[config.mk]
export PLATFORM = sky130hd
export DESIGN_NAME = drop_scheduler
export DESIGN_NICKNAME = d
export VERILOG_FILES = /design/src/rtl/tetris_sched_pkg.sv /design/src/rtl/gravity_timer.sv /design/src/rtl/drop_scheduler.sv
export SDC_FILE = /design/constraint.sdc
export NUM_CORES = 1
export LEC_CHECK = 0
export ABC_AREA = 1
export CORE_MARGIN = 3
export CORE_UTILIZATION = 55
export CTS_CLUSTER_SIZE = 24
export DETAILED_ROUTE_END_ITERATION = 8
export GPL_TIMING_DRIVEN = 0
export PLACE_DENSITY_LB_ADDON = 0.3
export SYNTH_ARGS = -nofsm -noshare
export SYNTH_HDL_FRONTEND = slang
export SYNTH_HIERARCHICAL = 1
export SYNTH_SLANG_ARGS = --single-unit
export TNS_END_PERCENT = 5
[constraint.sdc]
create_clock -name clock_b -period 1.9 [get_ports clock_b]
set_input_delay 0.57 -clock clock_b [delete_from_list [all_inputs] [get_ports clock_b]]
set_output_delay 0.57 -clock clock_b [all_outputs]
set_load 0.01 [all_outputs]
[src/rtl/tetris_sched_pkg.sv]
// Shared definitions for the drop scheduler: field-operation codes, lifecycle
// FSM states and the FALL-state operation priority helper.
package tetris_sched_pkg;

  localparam int unsigned OP_W = 3;

  localparam logic [OP_W-1:0] OP_NOP   = 3'd0;
  localparam logic [OP_W-1:0] OP_LEFT  = 3'd1;
  localparam logic [OP_W-1:0] OP_RIGHT = 3'd2;
  localparam logic [OP_W-1:0] OP_ROT   = 3'd3;
  localparam logic [OP_W-1:0] OP_DOWN  = 3'd4;
  localparam logic [OP_W-1:0] OP_SPAWN = 3'd5;
  localparam logic [OP_W-1:0] OP_LOCK  = 3'd6;
  localparam logic [OP_W-1:0] OP_CLEAR = 3'd7;

  typedef enum logic [2:0] {
    ST_IDLE  = 3'd0,
    ST_SPAWN = 3'd1,
    ST_FALL  = 3'd2,
    ST_LOCK  = 3'd3,
    ST_CLEAR = 3'd4,
    ST_OVER  = 3'd5
  } sched_state_t;

  // Gravity wins over player input; rotation beats lateral moves.
  function automatic logic [OP_W-1:0] pick_fall_op(input logic down, input logic rot,
                                                   input logic left, input logic right);
    logic [OP_W-1:0] op;
    if (down) begin
      op = OP_DOWN;
    end else if (rot) begin
      op = OP_ROT;
    end else if (left) begin
      op = OP_LEFT;
    end else if (right) begin
      op = OP_RIGHT;
    end else begin
      op = OP_NOP;
    end
    return op;
  endfunction

endpackage

[src/rtl/gravity_timer.sv]
// Gravity tick divider. Counts tick pulses while enabled and fires once the
// count reaches the active limit (soft-drop or normal), then restarts from 0.
module gravity_timer #(
  parameter int unsigned GRAVITY_DIV = 10,
  parameter int unsigned SOFT_DIV    = 1,
  parameter int unsigned CNT_W       = 8
) (
  input  logic clock_b,
  input  logic resetn,
  input  logic enable,
  input  logic tick,
  input  logic soft_drop,
  input  logic clear,
  output logic fire
);

  logic [CNT_W-1:0] count;
  logic [CNT_W-1:0] limit;

  // Limit is re-evaluated every tick, so a switch to soft drop with a high
  // count fires on the very next tick (>= rather than ==).
  assign limit = soft_drop ? CNT_W'(SOFT_DIV) : CNT_W'(GRAVITY_DIV);
  assign fire  = enable & tick & (count >= limit);

  // Divider counter: cleared on spawn, advanced only by enabled ticks.
  always_ff @(posedge clock_b or negedge resetn) begin
    if (!resetn) begin
      count <= '0;
    end else if (clear) begin
      count <= '0;
    end else if (enable && tick) begin
      count <= fire ? '0 : count + 1'b1;
    end
  end

endmodule

[src/rtl/drop_scheduler.sv]
// Piece lifecycle sequencer: spawn, fall, lock, clear. Issues one field op at a
// time over op_valid/op_ready and arbitrates gravity against player requests.
// Optional feature macro: SCHED_PAUSE_EN adds a pause input that freezes
// gravity and new offers while in FALL.
module drop_scheduler
  import tetris_sched_pkg::*;
#(
  parameter int unsigned GRAVITY_DIV = 10,
  parameter int unsigned SOFT_DIV    = 1,
  parameter int unsigned CNT_W       = 8
) (
  input  logic            clock_b,
  input  logic            resetn,
  input  logic            tick,
  input  logic            start,
  input  logic            soft_drop,
  input  logic            move_left,
  input  logic            move_right,
  input  logic            rotate,
`ifdef SCHED_PAUSE_EN
  input  logic            pause,
`endif
  output logic            op_valid,
  output logic [OP_W-1:0] op_code,
  input  logic            op_ready,
  input  logic            op_blocked,
  output logic            game_over
);

  sched_state_t state;

  logic paused;
  logic xfer;
  logic grav_en;
  logic grav_clr;
  logic grav_fire;
  logic lock_entry;

  logic down_q, rot_q, left_q, right_q;
  logic down_d, rot_d, left_d, right_d;
  logic fall_any;
  logic [OP_W-1:0] fall_op;

`ifdef SCHED_PAUSE_EN
  assign paused = pause;
`else
  assign paused = 1'b0;
`endif

  assign xfer       = op_valid & op_ready;
  assign grav_en    = (state == ST_FALL) & ~paused;
  assign grav_clr   = xfer & (state == ST_SPAWN) & ~op_blocked;
  assign lock_entry = xfer & (state == ST_FALL) & (op_code == OP_DOWN) & op_blocked;

  gravity_timer #(
    .GRAVITY_DIV (GRAVITY_DIV),
    .SOFT_DIV    (SOFT_DIV),
    .CNT_W       (CNT_W)
  ) u_gravity_timer (
    .clock_b   (clock_b),
    .resetn    (resetn),
    .enable    (grav_en),
    .tick      (tick),
    .soft_drop (soft_drop),
    .clear     (grav_clr),
    .fire      (grav_fire)
  );

  // Pending-request next state: transfer clears its own bit, a fresh pulse
  // re-arms it, spawn drops stale gravity, lock entry discards everything.
  always_comb begin
    down_d  = down_q;
    rot_d   = rot_q;
    left_d  = left_q;
    right_d = right_q;
    if (xfer) begin
      unique case (op_code)
        OP_DOWN:  down_d  = 1'b0;
        OP_ROT:   rot_d   = 1'b0;
        OP_LEFT:  left_d  = 1'b0;
        OP_RIGHT: right_d = 1'b0;
        default:  ;
      endcase
    end
    if (grav_fire)  down_d  = 1'b1;
    if (rotate)     rot_d   = 1'b1;
    if (move_left)  left_d  = 1'b1;
    if (move_right) right_d = 1'b1;
    if (grav_clr) begin
      down_d = 1'b0;
    end
    if (lock_entry) begin
      down_d  = 1'b0;
      rot_d   = 1'b0;
      left_d  = 1'b0;
      right_d = 1'b0;
    end
  end

  // Offer decisions see this cycle's new requests, giving one-cycle latency.
  assign fall_any = down_d | rot_d | left_d | right_d;
  assign fall_op  = pick_fall_op(down_d, rot_d, left_d, right_d);

  // Pending-request bits.
  always_ff @(posedge clock_b or negedge resetn) begin
    if (!resetn) begin
      down_q  <= 1'b0;
      rot_q   <= 1'b0;
      left_q  <= 1'b0;
      right_q <= 1'b0;
    end else begin
      down_q  <= down_d;
      rot_q   <= rot_d;
      left_q  <= left_d;
      right_q <= right_d;
    end
  end

  // Lifecycle FSM with registered handshake outputs. A new op is only chosen
  // while nothing is offered, so op_code is frozen from offer until transfer
  // and at least one idle cycle separates consecutive ops.
  always_ff @(posedge clock_b or negedge resetn) begin
    if (!resetn) begin
      state     <= ST_IDLE;
      op_valid  <= 1'b0;
      op_code   <= OP_NOP;
      game_over <= 1'b0;
    end else if (xfer) begin
      op_valid <= 1'b0;
      op_code  <= OP_NOP;
      unique case (state)
        ST_SPAWN: begin
          state     <= op_blocked ? ST_OVER : ST_FALL;
          game_over <= op_blocked;
        end
        ST_FALL: begin
          // Blocked lateral/rotate moves are simply dropped.
          if (op_code == OP_DOWN && op_blocked) begin
            state <= ST_LOCK;
          end
        end
        ST_LOCK:  state <= ST_CLEAR;
        ST_CLEAR: state <= ST_SPAWN;
        default:  ;
      endcase
    end else if (!op_valid) begin
      unique case (state)
        ST_IDLE: begin
          if (start) begin
            state <= ST_SPAWN;
          end
        end
        ST_OVER: begin
          if (start) begin
            state     <= ST_SPAWN;
            game_over <= 1'b0;
          end
        end
        ST_SPAWN: begin
          op_valid <= 1'b1;
          op_code  <= OP_SPAWN;
        end
        ST_FALL: begin
          if (!paused && fall_any) begin
            op_valid <= 1'b1;
            op_code  <= fall_op;
          end
        end
        ST_LOCK: begin
          op_valid <= 1'b1;
          op_code  <= OP_LOCK;
        end
        ST_CLEAR: begin
          op_valid <= 1'b1;
          op_code  <= OP_CLEAR;
        end
        default: ;
      endcase
    end
  end

endmodule

==> impl_results.md, run 1 <==
- Status: finished, violations left
- Failing checks: setup timing
- Avg WL per Cell: 12.13 um
- H-tree depth: 1
- Tmin final: 1.907 ns
- Mapped cell area: 0.001329 mm^2
- Area Growth Syn to Fin: 20.53%
- DR pass1 iterations: 4
- Insertion delay to the later sink of the worst-skew pair: 0.31 ns
- RSZ-0062 raised after global routing: true
- Layout cells sized above 1: 0.2111
- DRC Markers: 0
- Hold slack: 0.5181 ns
- Area contributors post-synth: dfrtp_1 (38%), nand2_1 (12%), inv_1 (9.3%), nor2_1 (4.2%), ha_1 (3.8%)
- Final Cycle Share: 1.004
- Diode count: 0
- Final Hold Fails: 0
- Nets: 214
- Measured slew at the worst slew-check pin: 0.9068 ns
- Synth unique cells: 26
- Vias in the first global route: 1065
- Hold WC Path Type: reg -> reg
- Critical Path AT: 2.12 ns
- Routability-driven placement congestion ratio: 0.9166
- Max-Cap Viols: 0
- Syn_area_per_cell: 7.507 um^2
- Seq/Total Area, Yosys: 0.3766
- I/O Buffers: 14
- Req. time, crit path: 2.11 ns
- Crit. End Element: register
- Synthesized instance count: 177
- Antenna-violating nets left: 0
- Lkg Pwr: 0.8981 nW
- Worst IR Drop VDD: 0.8714 mV
- CP Class: reg -> reg
- Initial antenna violation count: 0
- Total track usage: 0.2030
- Iteration-0 DRC Markers: 35
- DIE AREA: 0.003042 mm^2
- Post-route cell area: 0.001602 mm^2
- Largest net degree at the start of global routing: 21
- Initial Util: 0.5893
- Post-synth top area cell: dfrtp_1
- Placed wire-length estimate: 2099 um
- GRT Residual Overflow: 0
- Setup Viol. Count Final: 1
- Util after Layout: 0.7103
- Rows: 17
- Post-Route WL: 2754 um
- Vias: 1192
- Clock tree buffer depth: 2
- Syn Nets: 191
- CTS tree: yes
- Highest Clock Rate: 524.4 MHz
- Worst Path Max Fanout: 3
- PD cells: 1369 mW/mm^2
- Power Total: 2.192 mW
- Die width: 55.15 um
- Synthesis Warnings: 6
- Final worst slack: -0.006933 ns
- Hold Buf Count CTS: 0
- Slew HR: 0.3935
- CTS Sinks: 20
- DIE HEIGHT: 55.15 um
- CTS Root Cell: clkbuf_4
- Seq cells post-synth: 20
- CTS Buf Count: 3
- Vias per inst: 5.251
- Yosys top cell area share: 0.3766
- Placed standard-cell area: 0.001504 mm^2
- Final-report max-slew violation count: 0
- Critical Path Source Type: register
- I/O pin total: 15
- Total core area: 0.002255 mm^2
- First-pass GRT wire length: 4422 um
- Clock transition at path regs: 0.12 ns
- Clock Skew: 0.01132 ns
## per-layer routing
metal / track usage / up-vias / routed length, um
met2: 0.3740 / 28 / 1471
met1: 0.2328 / 559 / 1135
met4: 0.07692 / 0 / 38
met5: 0 / - / 0
li1: - / 600 / -
met3: 0.03217 / 5 / 108
## sequential cells by signal, indices dropped and copies added, names as in the netlist
register,cells
down_q,1
left_q,1
game_over,1
u_gravity_timer/count,8
state,3
right_q,1
op_valid,1
rot_q,1
op_code,3
## logic make-up after synthesis
| kind of cell | synth area share |
|---|---|
| simple gates | 0.3870 |
| xor+xnor | 0.01978 |
| buf+inv | 0.1121 |
| flops | 0.3766 |
| compound gates | 0.06685 |
| fa+ha+maj | 0.03767 |
## synth_stat cells
cell type and number:
nor3_1 5, nor4_1 2, nor2_4 1, nand3_1 7, inv_1 33, nand4_1 5, buf_8 1, nand3_2 5
nand2_4 4, or2_2 1, nor2_2 6, dfrtp_1 20, inv_4 1, nand2_1 41, o21ai_0 5, nand3b_1 1
a21oi_1 6, inv_2 1, nor2_1 15, o21ai_2 1, ha_1 4, o31ai_1 2, nand3_4 1, xor2_1 3
o21ai_1 2, nand2_2 4
## where the power goes
| group | internal, mW | leakage [nW] | total [mW] | switching [mW] |
|---|---|---|---|---|
| registers | 0.559 | 0.249 | 0.708 | 0.149 |
| clock network | 0.213 | 0.0279 | 0.347 | 0.134 |
| logic | 0.464 | 0.621 | 1.14 | 0.674 |
## what timing repair did
action	CTS	global route
setup buffers	0	4
setup endpoints to repair	9	7
pin swaps	0	9
resized for setup	5	10
## worst max-delay path, stage by stage (launching register included)
cell	delay, ns
dfrtp_1	0.42
inv_2	0.09
ha_4	0.20
inv_2	0.04
nand2_1	0.04
nand2_1	0.06
nand2_1	0.06
nand2_1	0.10
nand2_1	0.07
nand2_2	0.07
inv_1	0.04
inv_1	0.04
nand2_1	0.05
nand3_2	0.08
nand2_2	0.08
o21ai_2	0.15
nand2_1	0.08
nand3_1	0.09
nand2_1	0.06
## cell usage in the layout (no fill, tap or decap), types with 2 or more instances in the layout
cell,netlist,final
nand2_1,41,40
inv_1,33,30
dfrtp_1,20,19
nor2_1,15,14
clkdlybuf4s50_1,0,8
nand3_1,7,7
nor2_2,6,7
a21oi_1,6,6
nand3_2,5,5
nand2_2,4,5
nor3_1,5,5
nand4_1,5,5
o21ai_0,5,5
inv_2,1,4
nand2_4,4,4
buf_4,0,4
clkbuf_4,0,3
dlygate4sd2_1,0,3
xor2_1,3,3
ha_1,4,3
nor4_1,2,2
o31ai_1,2,2
o21ai_1,2,2
dlymetal6s2s_1,0,2
## cell type report
class	instances	area (um^2)
Clock buffer	3	22.52
Timing Repair Buffer	18	166.4
Multi-Input combinational cell	121	696.9
Buffer	1	15.01
Tap cell	28	35.03
Sequential cell	20	501.7
Fill cell	186	653.1
Clock inverter	1	30.03
Inverter	35	133.9
## final timing paths
path,cells after the start,from,slack [ns],to
min,2,u_gravity_timer/count[5],0.52,u_gravity_timer/count[5]
max in group asynchronous,1,resetn,0.52,op_valid
min in group asynchronous,1,resetn,0.76,rot_q
max reg2reg,18,u_gravity_timer/count[0],-0.007,op_code[0]
min reg2reg,2,u_gravity_timer/count[5],0.52,u_gravity_timer/count[5]
max,18,u_gravity_timer/count[0],-0.007,op_code[0]
## metrics by stage
stage	cells	setup WS [ns]	setup TNS, ns
after CTS	223	-0.08170	-0.1452
final	227	-0.006933	-0.006933
after detailed placement	219	-0.6209	-5.098
after global routing	227	-0.1515	-0.4004
after global placement	219	-0.5788	-4.355
after floorplan	177	0.03663	0
No activity file was read; power rests on OpenSTA's default activity.
==> run 2, diff against run 1 <==
REMOVE_ABC_BUFFERS = 1   (was unset)
==> run 2 against run 1 <==
Net effect:
- the run now ends clean
- core utilization is 6.0 points higher
- sequential share of layout area decreased by 2.3 points
- largest power group unchanged
- setup slack gained 0.037 ns
- via count is 10% higher
- fmax is 2.0% higher
- cell count grew 4.4%
==> impl_results.md, run 2 (same netlist as run 1, synthesis figures left out) <==
- Status: finished clean
- Final worst slack: 0.03029 ns
- I/O pin total: 15
- Vias: 1316
- First-pass GRT wire length: 4781 um
- GRT Residual Overflow: 0
- Area Growth Syn to Fin: 30.79%
- Vias in the first global route: 1091
- CP top delay family: simple AND/OR/NAND/NOR gates
- Buf/Inv on CP: 5
- H-tree depth: 1
- Total track usage: 0.2207
- DIE AREA: 0.003042 mm^2
- Rows: 17
- Req. time, crit path: 2.11 ns
- RR Startpoint: state[2]
- Largest net degree at the start of global routing: 21
- CP max stage delay: 0.43 ns
- Setup Viol. Count Final: 0
- Vias per inst: 5.553
- DRC Markers: 0
- CTS Root Cell: clkbuf_4
- Worst Setup SP: state[2]
- Most frequent cells in the layout: nand2_1 (33), inv_1 (26), dfrtp_1 (17), nor2_1 (15), buf_4 (14)
- CTS tree: yes
- Highest Clock Rate: 534.8 MHz
- CP Class: reg -> reg
- Setup TNS: 0 ns
- Final Hold Fails: 0
- Critical Path Source Type: register
- Initial antenna violation count: 0
- FF-to-FF path depth: 16
- R2R Setup Slk: 0.03 ns
- Fin cells: 237
- Slew HR: 0.3813
- Avg WL per Cell: 14.54 um
- Initial Util: 0.5893
- Layout cells sized above 1: 0.3206
- Total core area: 0.002255 mm^2
- Routability-driven placement congestion ratio: 0.8169
- PD cells: 1369 mW/mm^2
- Clock transition at path regs: 0.11 ns
- Setup crit end: op_code[2]
- CTS Sinks: 20
- Clock tree buffer depth: 2
- I/O Buffers: 14
- CTS Buf Count: 3
- Clock Skew: 0.01586 ns
- Worst reg2reg endpoint: op_code[2]
- Critical Path AT: 2.08 ns
- Insertion delay to the later sink of the worst-skew pair: 0.32 ns
- Worst Path Max Fanout: 6
- Hold WC Path Type: reg -> reg
- CP cell instances: inv_2, nand3_4, clkinvlp_4, nand2_2, inv_2, nand2_2, inv_2, inv_2, nand2_2, nand3_4, nand2_4, nor2_2, nand2_1, nand3_2, nand2_1, nand2_1
- Post-route cell area: 0.001738 mm^2
- Post-Route WL: 3445 um
- Max-Cap Viols: 0
- Lkg Pwr: 0.9597 nW
- Nets: 224
- Antenna-violating nets left: 0
- Inst Count DP: 218
- Tmin final: 1.870 ns
- Cell mode on critical path: inv_2
- Slowest CP cell: dfrtp_1
- Final Cycle Share: 0.9841
- DR pass1 iterations: 5
- Commonest non-fill, non-tap cell in the layout: nand2_1
- Top Registers: u_gravity_timer/count x8, op_code x3, state x3
- Measured slew at the worst slew-check pin: 0.9251 ns
- DIE HEIGHT: 55.15 um
- Placed wire-length estimate: 2116 um
- Post-placement setup slack: -0.6680 ns
- Die width: 55.15 um
- Worst IR Drop VDD: 1.057 mV
- Worst path depth: 16
- Final-report max-slew violation count: 0
- Diode count: 0
- RSZ-0062 raised after global routing: true
- Iteration-0 DRC Markers: 56
- Most flops, register: u_gravity_timer/count
- Placed standard-cell area: 0.001489 mm^2
- Number of flip-flops in the largest register: 8
- Crit. End Element: register
- Worst hold path cell count: 2
[run 2: changes by cell type in the layout (fill, tap and decap cells not counted), moves of 2 or more]
cell / before / now
dlymetal6s2s_1: 2 / 5
inv_1: 30 / 26
dlygate4sd2_1: 3 / 0
nand3_1: 7 / 5
nand2_1: 40 / 33
buf_4: 4 / 14
nand2_2: 5 / 10
dfrtp_1: 19 / 17
dfrtp_2: 1 / 3
inv_2: 4 / 7
nand2_4: 4 / 6
[run 2: metrics by stage]
step | hold slack, ns | utilization | power (mW)
6_report | 0.5167 | 0.7708 | 2.379
5_1_grt | 0.5456 | 0.7708 | 2.562
4_1_cts | 0.5200 | 0.6987 | 2.107
3_5_place_dp | 0.5029 | 0.6604 | 1.765
3_3_place_gp | 0.4983 | 0.6604 | 1.714
2_1_floorplan | 0.2744 | - | 1.452
[run 2: metal layers]
layer / global-route usage / routed length [um]
met5: 0 / 0
met4: 0.07287 / 74
met3: 0.03217 / 236
met2: 0.3760 / 1684
met1: 0.2850 / 1450
[run 2: report_power, final]
group	switching (mW)	leakage (nW)	internal (mW)
Clock	0.147	0.0210	0.117
Combinational	0.809	0.693	0.595
Sequential	0.148	0.246	0.563
[run 2: cell type report]
cell class / count / area (um^2)
Timing Repair Buffer: 29 / 264.0
Inverter: 35 / 147.6
Sequential cell: 20 / 504.2
Tap cell: 28 / 35.03
Clock buffer: 4 / 36.28
Fill cell: 156 / 516.7
Multi-Input combinational cell: 121 / 750.7
[run 2: what timing repair did]
item	in CTS	in global routing
pin swaps	7	12
setup endpoints to repair	8	10
buffers inserted	3	12
resized for setup	14	25
hold buffers	0	0
[run 2: worst reg2reg max path: cells and delay by family, from the launching register on]
family                 cells  cell delay (ns)
AND/OR/NAND/NOR           11             0.89
buffers and inverters      5             0.47
flip-flops                 1             0.43
[run 2: how the worst min path moves through the flow]
stage                                   startpoint                  endpoint  slack, ns
after floorplan                             resetn                    down_q       0.27
after global placement                   game_over                 game_over       0.50
after detailed placement  u_gravity_timer/count[5]  u_gravity_timer/count[5]       0.50
after CTS                 u_gravity_timer/count[5]  u_gravity_timer/count[5]       0.52
after global routing      u_gravity_timer/count[7]  u_gravity_timer/count[7]       0.55
final                     u_gravity_timer/count[5]  u_gravity_timer/count[5]       0.52
==> run 3, diff against run 2 <==
--- a/config.mk
+++ b/config.mk
@@ -12,6 +12,8 @@
 export DETAILED_ROUTE_END_ITERATION = 8
 export GPL_TIMING_DRIVEN = 0
+export HOLD_SLACK_MARGIN = 0.05
 export PLACE_DENSITY_LB_ADDON = 0.3
 export REMOVE_ABC_BUFFERS = 1
+export SLEW_MARGIN = 20
 export SYNTH_ARGS = -nofsm -noshare
 export SYNTH_HDL_FRONTEND = slang
==> constraint.sdc (replaced) <==
create_clock -name clock_b -period 1.9 [get_ports clock_b]
set_input_delay 0.19 -clock clock_b [delete_from_list [all_inputs] [get_ports clock_b]]
set_output_delay 0.19 -clock clock_b [all_outputs]
set_load 0.01 [all_outputs]
==> run 3 against run 2 <==
Net effect:
- clock skew fell by 0.0040 ns
- fmax barely moved
- via count shrank 7.1%
- routed wire length is 11% lower
- setup slack lost 0.0017 ns
- first-iteration DRC count is 54% lower
- clock power is 3% lower
- sequential share of layout area grew 1.7 points
- count of clock-buffer cells in the layout stayed put
- sequential power fell by 1%
- critical endpoint unchanged
- largest power group unchanged
==> impl_results.md, run 3 (same netlist as run 1, synthesis figures left out) <==
- Setup Viol. Count Final: 0
- Clock tree buffer depth: 2
- CTS Root Cell: clkbuf_4
- CP Class: in -> reg
- Iteration-0 DRC Markers: 26
- R2R Setup Slk: 0.04 ns
- DRC Markers: 0
- Initial Util: 0.5893
- Vias per inst: 5.317
- CTS Sinks: 20
- Final Hold Fails: 0
- Clock transition at path regs: 0.13 ns
- Final Cycle Share: 0.9849
- Most frequent cells in the layout: nand2_1 (34), inv_1 (27), dfrtp_1 (19), nor2_1 (14), clkdlybuf4s50_1 (14)
- Die width: 55.15 um
- Rows: 17
- CTS Buf Count: 3
- Final worst slack: 0.02863 ns
- Highest Clock Rate: 534.4 MHz
- Final-report max-slew violation count: 0
- Vias in the first global route: 1053
- H-tree depth: 1
- Initial antenna violation count: 0
- Status: finished clean
- Post-Route WL: 3058 um
- Routability-driven placement congestion ratio: 0.8169
- Post-placement setup slack: -0.2880 ns
- Largest net degree at the start of global routing: 21
- Req. time, crit path: 2.10 ns
- Most flops, register: u_gravity_timer/count
- Avg WL per Cell: 13.30 um
- Measured slew at the worst slew-check pin: 0.9051 ns
- Power Total: 2.252 mW
- Total track usage: 0.2224
- Vias: 1223
- DIE AREA: 0.003042 mm^2
- Commonest non-fill, non-tap cell in the layout: nand2_1
- Nets: 217
- Slew HR: 0.3947
- Hold WC Path Type: in -> async
- Critical Path Source Type: input pin
- GR Layer Usage met1: 0.3017
- Hold Buf Count CTS: 0
- PD cells: 1380 mW/mm^2
- I/O Buffers: 14
- Top Registers: u_gravity_timer/count x8, op_code x3, state x3
- First-pass GRT wire length: 4781 um
- Layer carrying the most global-route usage: met2
- GRT Residual Overflow: 0
- RSZ-0062 raised after global routing: true
- Register area: 501.7 um^2
- Layout cells sized above 1: 0.2723
- DIE HEIGHT: 55.15 um
- Critical Path AT: 2.07 ns
- Worst Path Max Fanout: 3
- Clock Skew: 0.01188 ns
- Max-Cap Viols: 0
- Hold slack: 0.3808 ns
- CTS tree: yes
- Diode count: 0
- Number of flip-flops in the largest register: 8
- Tmin final: 1.871 ns
- Area Growth Syn to Fin: 22.79%
- Area of the multi-input gates: 720.7 um^2
- # fillers: 185
- M3 GR Usage: 0.02681
- Placed wire-length estimate: 2116 um
- Crit. End Element: register
- DR pass1 iterations: 4
- Insertion delay to the later sink of the worst-skew pair: 0.30 ns
- Lkg Pwr: 0.8664 nW
- Met2 Usage GRT: 0.3661
- Setup TNS: 0 ns
- Total core area: 0.002255 mm^2
- Worst IR Drop VDD: 0.9226 mV
- Antenna-violating nets left: 0
- I/O pin total: 15
[run 3: where the power goes]
part           switching, mW  internal, mW
Combinational          0.757         0.539
Clock                  0.138         0.117
Sequential             0.142         0.558
[run 3: what timing repair did]
item,in CTS,in global routing
pin swaps,1,7
gates resized for setup,4,14
buffers inserted,4,4
cloned,0,0
endpoints found under the setup margin,3,6
[run 3: path summary, 6_finish.rpt]
kind / from / end / depth (start not counted)
min in group clock_b: u_gravity_timer/count[5] / u_gravity_timer/count[5] / 2
max in group asynchronous: resetn / state[1] / 1
worst min-delay path: resetn / op_code[0] / 1
worst max-delay path: soft_drop / op_code[2] / 18
worst max register to register: u_gravity_timer/count[0] / op_code[2] / 18
worst min register to register: u_gravity_timer/count[5] / u_gravity_timer/count[5] / 2
[run 3: cell type report]
class | count | share of cell area
flip-flops and latches | 20 | 0.3075
well taps | 28 | 0.02147
repair buffers | 22 | 0.1227
multi-input cells | 121 | 0.4417
inverters | 35 | 0.08436
clock buffers | 4 | 0.02224
[run 3: worst max-delay path, stage by stage]
cell and delay, ns:
clkdlybuf4s50_1 0.58, ha_4 0.24, inv_2 0.04, nand2_1 0.04, nand2_1 0.07, nand2_2 0.06
nand2_2 0.08, nand2_2 0.05, nand2_2 0.06, inv_2 0.03, inv_2 0.04, nand2_2 0.04
nand3_2 0.08, nand2_2 0.08, o21ai_2 0.17, nand2_2 0.09, nand2_1 0.08, nand2_1 0.05
[run 3: per-layer routing]
metal  wire length [um]  part of all wire  up-vias
met5                  0                 0        -
met4                 14            0.0046        0
met3                145             0.047        2
met2               1469              0.48       36
met1               1427              0.47      577
li1                   -                 -      608
[run 3: metrics by stage]
step           std cells  area, um^2    util
2_1_floorplan        176        1314       -
5_1_grt              230        1632  0.7236
3_3_place_gp         218        1489  0.6604
3_5_place_dp         218        1489  0.6604
6_report             230        1632  0.7236
4_1_cts              226        1565  0.6942
